### src/rtl/alu_seq.sv
// Handshaked eight-op ALU: single-cycle ops stream back-to-back, MUL is a shift-add FSM.
// Define ALU_MUL_EN to build the multiply datapath; otherwise ALUOp=111 behaves as NOP.
module alu_seq #(
  parameter int unsigned WIDTH = 8,
  parameter int unsigned CNT_W = 4
) (
  input  logic             Clk,
  input  logic             ResetN,
  input  logic             InValid,
  output logic             InReady,
  input  logic [2:0]       ALUOp,
  input  logic [WIDTH-1:0] OperandA,
  input  logic [WIDTH-1:0] OperandB,
  output logic             OutValid,
  input  logic             OutReady,
  output logic [WIDTH-1:0] Result,
  output logic [WIDTH-1:0] ResultHi,
  output logic             Zero,
  output logic             Carry,
  output logic             Overflow
);

  localparam logic [1:0] S_IDLE = 2'd0;
  localparam logic [1:0] S_MUL  = 2'd1;
  localparam logic [1:0] S_DONE = 2'd2;

  localparam logic [2:0] OP_NOP = 3'b000;
  localparam logic [2:0] OP_ADD = 3'b001;
  localparam logic [2:0] OP_SUB = 3'b010;
  localparam logic [2:0] OP_AND = 3'b011;
  localparam logic [2:0] OP_OR  = 3'b100;
  localparam logic [2:0] OP_XOR = 3'b101;
  localparam logic [2:0] OP_SLT = 3'b110;
  localparam logic [2:0] OP_MUL = 3'b111;

  localparam int unsigned MSB = WIDTH - 1;

  logic [1:0]       state_q, state_d;
  logic             out_valid_q, out_valid_d;
  logic [WIDTH-1:0] result_q, result_d;
  logic             zero_q, zero_d;
  logic             carry_q, carry_d;
  logic             ovf_q, ovf_d;
  logic             xfer;

  // Single-cycle datapath
  logic [WIDTH:0]   add_w, sub_w;
  logic [WIDTH-1:0] op_res;
  logic             op_c, op_v, op_z, is_nop;

  assign InReady = (state_q == S_IDLE) || ((state_q == S_DONE) && OutReady);
  assign xfer    = InValid && InReady;

  assign add_w = {1'b0, OperandA} + {1'b0, OperandB};
  assign sub_w = {1'b0, OperandA} - {1'b0, OperandB};

`ifdef ALU_MUL_EN
  assign is_nop = (ALUOp == OP_NOP);
`else
  assign is_nop = (ALUOp == OP_NOP) || (ALUOp == OP_MUL);
`endif

  always_comb begin
    op_res = '0;
    op_c   = 1'b0;
    op_v   = 1'b0;
    case (ALUOp)
      OP_ADD: begin
        op_res = add_w[WIDTH-1:0];
        op_c   = add_w[WIDTH];
        op_v   = (OperandA[MSB] == OperandB[MSB]) && (add_w[MSB] != OperandA[MSB]);
      end
      OP_SUB: begin
        op_res = sub_w[WIDTH-1:0];
        op_c   = sub_w[WIDTH];
        op_v   = (OperandA[MSB] != OperandB[MSB]) && (sub_w[MSB] != OperandA[MSB]);
      end
      OP_AND: op_res = OperandA & OperandB;
      OP_OR:  op_res = OperandA | OperandB;
      OP_XOR: op_res = OperandA ^ OperandB;
      OP_SLT: op_res = {{(WIDTH-1){1'b0}}, ($signed(OperandA) < $signed(OperandB))};
      default: op_res = '0;
    endcase
    // NOP reports every flag clear, including Zero.
    op_z = !is_nop && (op_res == '0);
  end

`ifdef ALU_MUL_EN
  logic [WIDTH-1:0]   result_hi_q, result_hi_d;
  logic [WIDTH-1:0]   mcand_q, mcand_d;
  // Upper half accumulates partial sums; lower half shifts the multiplier out LSB-first.
  logic [2*WIDTH-1:0] acc_q, acc_d;
  logic [CNT_W-1:0]   cnt_q, cnt_d;
  logic [WIDTH:0]     mul_sum;
  logic [2*WIDTH-1:0] acc_step;

  assign mul_sum  = {1'b0, acc_q[2*WIDTH-1:WIDTH]} +
                    (acc_q[0] ? {1'b0, mcand_q} : {(WIDTH+1){1'b0}});
  assign acc_step = {mul_sum, acc_q[WIDTH-1:1]};
  assign ResultHi = result_hi_q;
`else
  assign ResultHi = '0;
`endif

  always_comb begin
    state_d  = state_q;
    result_d = result_q;
    zero_d   = zero_q;
    carry_d  = carry_q;
    ovf_d    = ovf_q;
`ifdef ALU_MUL_EN
    result_hi_d = result_hi_q;
    mcand_d     = mcand_q;
    acc_d       = acc_q;
    cnt_d       = cnt_q;
`endif
    if (state_q == S_MUL) begin
`ifdef ALU_MUL_EN
      acc_d = acc_step;
      cnt_d = cnt_q - CNT_W'(1);
      if (cnt_q == CNT_W'(1)) begin
        state_d     = S_DONE;
        result_d    = acc_step[WIDTH-1:0];
        result_hi_d = acc_step[2*WIDTH-1:WIDTH];
        zero_d      = (acc_step[WIDTH-1:0] == '0);
        carry_d     = 1'b0;
        ovf_d       = (acc_step[2*WIDTH-1:WIDTH] != '0);
      end
`else
      state_d = S_IDLE;
`endif
    end else if (xfer) begin
`ifdef ALU_MUL_EN
      if (ALUOp == OP_MUL) begin
        state_d = S_MUL;
        mcand_d = OperandA;
        acc_d   = {{WIDTH{1'b0}}, OperandB};
        cnt_d   = CNT_W'(WIDTH);
      end else begin
        state_d     = S_DONE;
        result_d    = op_res;
        result_hi_d = '0;
        zero_d      = op_z;
        carry_d     = op_c;
        ovf_d       = op_v;
      end
`else
      state_d  = S_DONE;
      result_d = op_res;
      zero_d   = op_z;
      carry_d  = op_c;
      ovf_d    = op_v;
`endif
    end else if ((state_q == S_DONE) && OutReady) begin
      state_d = S_IDLE;
    end
    out_valid_d = (state_d == S_DONE);
  end

  always_ff @(posedge Clk or negedge ResetN) begin
    if (!ResetN) begin
      state_q     <= S_IDLE;
      out_valid_q <= 1'b0;
      result_q    <= '0;
      zero_q      <= 1'b0;
      carry_q     <= 1'b0;
      ovf_q       <= 1'b0;
    end else begin
      state_q     <= state_d;
      out_valid_q <= out_valid_d;
      result_q    <= result_d;
      zero_q      <= zero_d;
      carry_q     <= carry_d;
      ovf_q       <= ovf_d;
    end
  end

`ifdef ALU_MUL_EN
  always_ff @(posedge Clk or negedge ResetN) begin
    if (!ResetN) begin
      result_hi_q <= '0;
      mcand_q     <= '0;
      acc_q       <= '0;
      cnt_q       <= '0;
    end else begin
      result_hi_q <= result_hi_d;
      mcand_q     <= mcand_d;
      acc_q       <= acc_d;
      cnt_q       <= cnt_d;
    end
  end
`endif

  assign OutValid = out_valid_q;
  assign Result   = result_q;
  assign Zero     = zero_q;
  assign Carry    = carry_q;
  assign Overflow = ovf_q;

endmodule

### config.mk
export PLATFORM = sky130hd
export DESIGN_NAME = alu_seq
export DESIGN_NICKNAME = d
export VERILOG_FILES = /design/src/rtl/alu_seq.sv
export SDC_FILE = /design/constraint.sdc
export NUM_CORES = 1
export LEC_CHECK = 0
export ABC_AREA = 1
export BUFFER_PORTS_ARGS = -buffer_cell sky130_fd_sc_hd__buf_2
export CAP_MARGIN = 20
export CORE_ASPECT_RATIO = 1.2
export CORE_UTILIZATION = 32
export CTS_CLUSTER_SIZE = 12
export DETAILED_ROUTE_END_ITERATION = 8
export PLACE_DENSITY_LB_ADDON = 0.1
export SLEW_MARGIN = 20
export SYNTH_ARGS = -nofsm -noshare
export SYNTH_HDL_FRONTEND = slang
export SYNTH_SLANG_ARGS = --single-unit
### constraint.sdc
create_clock -name Clk -period 1.25 [get_ports Clk]
set_input_delay 0.0625 -clock Clk [delete_from_list [all_inputs] [get_ports Clk]]
set_output_delay 0.0625 -clock Clk [all_outputs]
set_load 0.02 [all_outputs]
# Word level (Yosys, flattened, before mapping)
# Cells that the tools add are included.
# W data, S select, Z words.
dict set report word_totals {
  register_bits 14
  inputBits 23
  wordCells 45
}
dict set report classes {
  addsub 2
  n_lt_le_gt_ge 1
  eq_ne 14
  mux 6
  bitwise_logic 4
  reduce_logical 12
}
# op n
set ops {}
lappend ops {{$pmux W8 S6} 1}
lappend ops {{$eq A3 B3 Y1 const B} 4}
lappend ops {{$add A8 B8 Y9} 1}
lappend ops {{$sub A8 B8 Y9} 1}
lappend ops {{$and A8 B8 Y8} 1}
lappend ops {{$logic_not A8 Y1} 1}
lappend ops {{$lt A8 B8 Y1} 1}
lappend ops {{$or A8 B8 Y8} 1}
lappend ops {{$xor A8 B8 Y8} 1}
lappend ops {{$eq A3 B2 Y1 const B} 2}
lappend ops {{$mux W2} 3}
lappend ops {{$logic_and A1 B1 Y1} 5}
lappend ops {{$eq A2 B2 Y1 const B} 2}
lappend ops {{$pmux W1 S2} 2}
lappend ops {{$eq A3 B1 Y1 const B} 1}
lappend ops {{$logic_not A3 Y1} 1}
lappend ops {{$ne A1 B1 Y1} 3}
lappend ops {{$eq A2 B1 Y1 const B} 1}
lappend ops {{$logic_not A2 Y1} 1}
lappend ops {{$logic_or A1 B1 Y1} 2}
lappend ops {{$reduce_and A2 Y1} 1}
lappend ops {{$eq A1 B1 Y1} 1}
lappend ops {{$logic_not A1 Y1} 1}
lappend ops {{$not A1 Y1} 1}

# Logic depth before layout (Yosys ltp)
dict set report logic_depth {
  depth_word 7
  mapped_depth 15
}

# Least setup slack after synthesis
# No wires, ideal clock.
dict set report synth_timing {
  kind {input-to-reg}
  start {in OperandA[0]}
  end {reg zero_q (netlist: Zero)}
  arrival_time_ns 1.405
  t_required_ns 1.184
  slack_ns -0.220
  path_stages 15
  n_path_buf 0
  path_cell_list {inv_1 > ha_1 > inv_1 > fa_1 > nand2_1 > nand2_2 > nand2_1 > nand2_1 > nand3_1 > nand2_1 > nor2_1 > nand3_1 > nor2_1 > nand3_1 > nand2_1}
}
dict set report synth_between {
  elab_chain_cells 4
  elab_cells_between_ends 9
}
# element line
set synth_lines {}
lappend synth_lines {{start, declared} 12} ;# input logic [WIDTH-1:0] OperandA,
lappend synth_lines {{$sub A8 B8 Y9 (tied with other cells)} 55} ;# assign sub_w = {1'b0, OperandA} - {1'b0, OperandB};
lappend synth_lines {{$pmux W8 S6 (*)} 67} ;# case (ALUOp)
lappend synth_lines {{$logic_not A8 Y1 (*)} 85} ;# op_z = !is_nop && (op_res == '0);
lappend synth_lines {{$logic_and A1 B1 Y1 (*)} 85}
lappend synth_lines {{end signal, assigned} 172} ;# zero_q <= zero_d;
lappend synth_lines {{end, declared} 41} ;# logic zero_q, zero_d;
# Every way passes the cells marked *; elsewhere a longest branch is shown, timed or not.
# A chain may end at the register's enable or synchronous reset.

# Worst setup path in the final report
# Ends and elaborated chain as after synthesis.

==> impl_metrics.json <==
{
  "outcome": "finished, violations left",
  "failed_checks": "negative setup slack",
  "antenna_found_initial": 0,
  "path_cells": "buf_8 > inv_6 > ha_4 > inv_4 > fa_2 > nand2_2 > nand2_4 > buf_6 > nand3_4 > nand2_2 > nand2_1 > nand3_2 > nand3_2 > nor2_1 > nand3_1 > nand2_1",
  "grtUsageTotal_pct": 17.5,
  "setup_ws_ns": -0.199,
  "ys_types": 28,
  "wl_per_cell_um": 11.4,
  "grt_max_degree": 19,
  "cp-end-kind": "register",
  "start_util_pct": 33.2,
  "first_global_vias": 2004,
  "ys_top_cells_by_area": "dfrtp_1, ha_1, nand2_1",
  "finalCritPeriodShare_pct": 116,
  "power.density_mw_per_mm2": 714,
  "syn_to_final_growth_pct": 66.1,
  "drv_slew": 0,
  "dpl_cell_area_sq_mm": 0.00263,
  "vdd_drop_max_mv": 0.309,
  "drc": 0,
  "syn-cell-area_sq_mm": 0.00187,
  "cts_buffers": 3,
  "yosysWarnings": 0,
  "seq_area_frac_synth_pct": 18.8,
  "p_leak_nw": 1.65,
  "cp_top_family": "simple AND/OR/NAND/NOR gates",
  "port-buffer-count": 35,
  "cap_violations": 0,
  "final.min_clock_period_ns": 1.45,
  "drive_above_1_share_pct": 51.2,
  "hold_violations": 0,
  "cts_tree": "built",
  "stdcell_count": 464,
  "crit_slowest_cell": "fa_2",
  "setup_viol": 6,
  "cp_data_required_time_ns": 1.38,
  "die_h_um": 85.7,
  "grt_first_pass_wirelength_um": 8690,
  "dp_hpwl_um": 4310,
  "die_x_um": 71.7,
  "rsz0062_at_grt": "true",
  "hold_slack_ns": 0.210,
  "diodes": 0,
  "cpPeakStageDelay_ns": 0.35,
  "drt_first_iter_violations": 49,
  "cts_sinks": 14,
  "num_rows": 30,
  "vias": 2145,
  "power_mw": 2.22,
  "setup_tns_ns": -0.535,
  "worstSkewPairLatency_ns": 0.24,
  "top_level_ports": 44,
  "cp.arrival_ns": 1.58,
  "final_area_sq_mm": 0.00310,
  "cts_buffer_depth": 2,
  "nNetsFinal": 452,
  "clk_pin_slew_ns": 0.05,
  "hold_class": "in2reg",
  "synth_cells": 296,
  "core_area_sq_mm": 0.00563,
  "grt-ovfl-total": 0,
  "syn_area_per_cell_sq_um": 6.31,
  "yosysTopAreaCellShare_pct": 18.8,
  "fmaxAchievable_mhz": 690,
  "clock-skew-final_ns": 0.000753,
  "synth_top_area_cell": "dfrtp_1",
  "placedCellCount": 449,
  "gp_congestion": 0.828,
  "die_area_sq_mm": 0.00615,
  "htreeDepth": 1,
  "detail-route-antenna-nets": 0,
  "vias_per_cell": 4.62,
  "crit_fanout": 3,
  "fin_util_pct": 55.1,
  "drt_wl_total_um": 5280,
  "dr.pass1.iters": 6,
  "cp_num_buf_inv": 4,
  "clock-root-buffer": "clkbuf_8",
  "post-place-ws_ns": -0.461,
  "startpoint_type": "primary input",
  "ys_ff_latch": 14,
  "crit_type": "in2reg"
}
power breakdown:
part           total [mW]  switching [mW]  internal (mW)
Sequential          0.543          0.0273          0.516
Combinational        1.25           0.684          0.564
Clock               0.425           0.147          0.279
Total                2.22           0.858           1.36
worst paths after layout:
| kind | start | end | slack (ns) | cells past startpoint |
|---|---|---|---|---|
| max | OperandA[0] | Zero | -0.20 | 16 |
| min | OutReady | OutValid | 0.21 | 5 |
| max reg2reg | state_q[1] | Zero | -0.03 | 9 |
| min reg2reg | Result[1] | Result[1] | 0.46 | 2 |
| max in group asynchronous | ResetN | Result[5] | 0.78 | 2 |
| min in group asynchronous | ResetN | Result[2] | 0.24 | 2 |
registers in the layout (all words and copies together), names as in the netlist:
register	cells
Overflow	1
state_q	2
Result	8
OutValid	1
Zero	1
Carry	1
synth_stat cells:
library cell,n
a21oi_1,18
fa_1,2
o21a_1,1
conb_1,1
nand3_2,4
inv_1,42
ha_1,26
o22ai_1,2
clkinv_1,1
nand2_1,81
a21oi_2,1
a221oi_1,1
o211ai_1,2
nor2_2,1
buf_4,8
buf_2,4
nand3_1,32
nand3b_1,2
nor2_1,25
o21ai_0,14
dfrtp_1,14
or2_2,1
a21o_1,1
clkbuf_2,1
inv_2,4
clkbuf_1,1
nand4_1,2
nand2_2,4
final cells by class:
class / count / area (sq um)
clock buffer: 4 / 55.1
fill: 595 / 2530
inverter: 47 / 194
multi-input combinational: 228 / 1620
sequential: 14 / 350
tap: 64 / 80.1
timing repair buffer: 107 / 801
logic make-up (layout without fill, tap and decap cells):
kind of cell             Yosys count  after routing  synth area share (%)
flip-flops                        14             14                  18.8
buffers and inverters             61            158                  14.2
adder cells (fa/ha/maj)           28             28                  19.6
AO/OA/AOI/OAI                     40             40                  11.8
other                              1              8                 0.201
AND/OR/NAND/NOR                  152            152                  35.5
worst min-delay path: stages:
cell	delay, ns
buf_2	0.07
inv_1	0.04
nand2_1	0.07
buf_4	0.11
a21oi_1	0.06
routing by layer:
layer  global-route usage (%)  vias to the layer above  part of all wire, %
met3                    0.588                        4                  2.3
li1                         -                     1132                    -
met5                        0                        -                    0
met2                     32.9                       43                   53
met1                     21.8                      966                   44
met4                     4.46                        0                 0.63
repair_timing:
action	4_1_cts	5_1_grt
hold buffers	1	0
hold endpoints to repair	14	0
cloned	0	0
setup endpoints to repair	9	11
pin swaps	17	27
setup buffers	2	8
resized for setup	22	78
placed cells by master (no fill, tap or decap), types with 14 or more instances in the layout:
cell type and instances:
inv_1 25, nand2_2 22, nand2_1 60, nor2_1 18, inv_2 16, ha_1 14
buf_2 27, nand3_1 25, buf_4 65, dfrtp_1 14
Power figures use the tool's default switching activity.
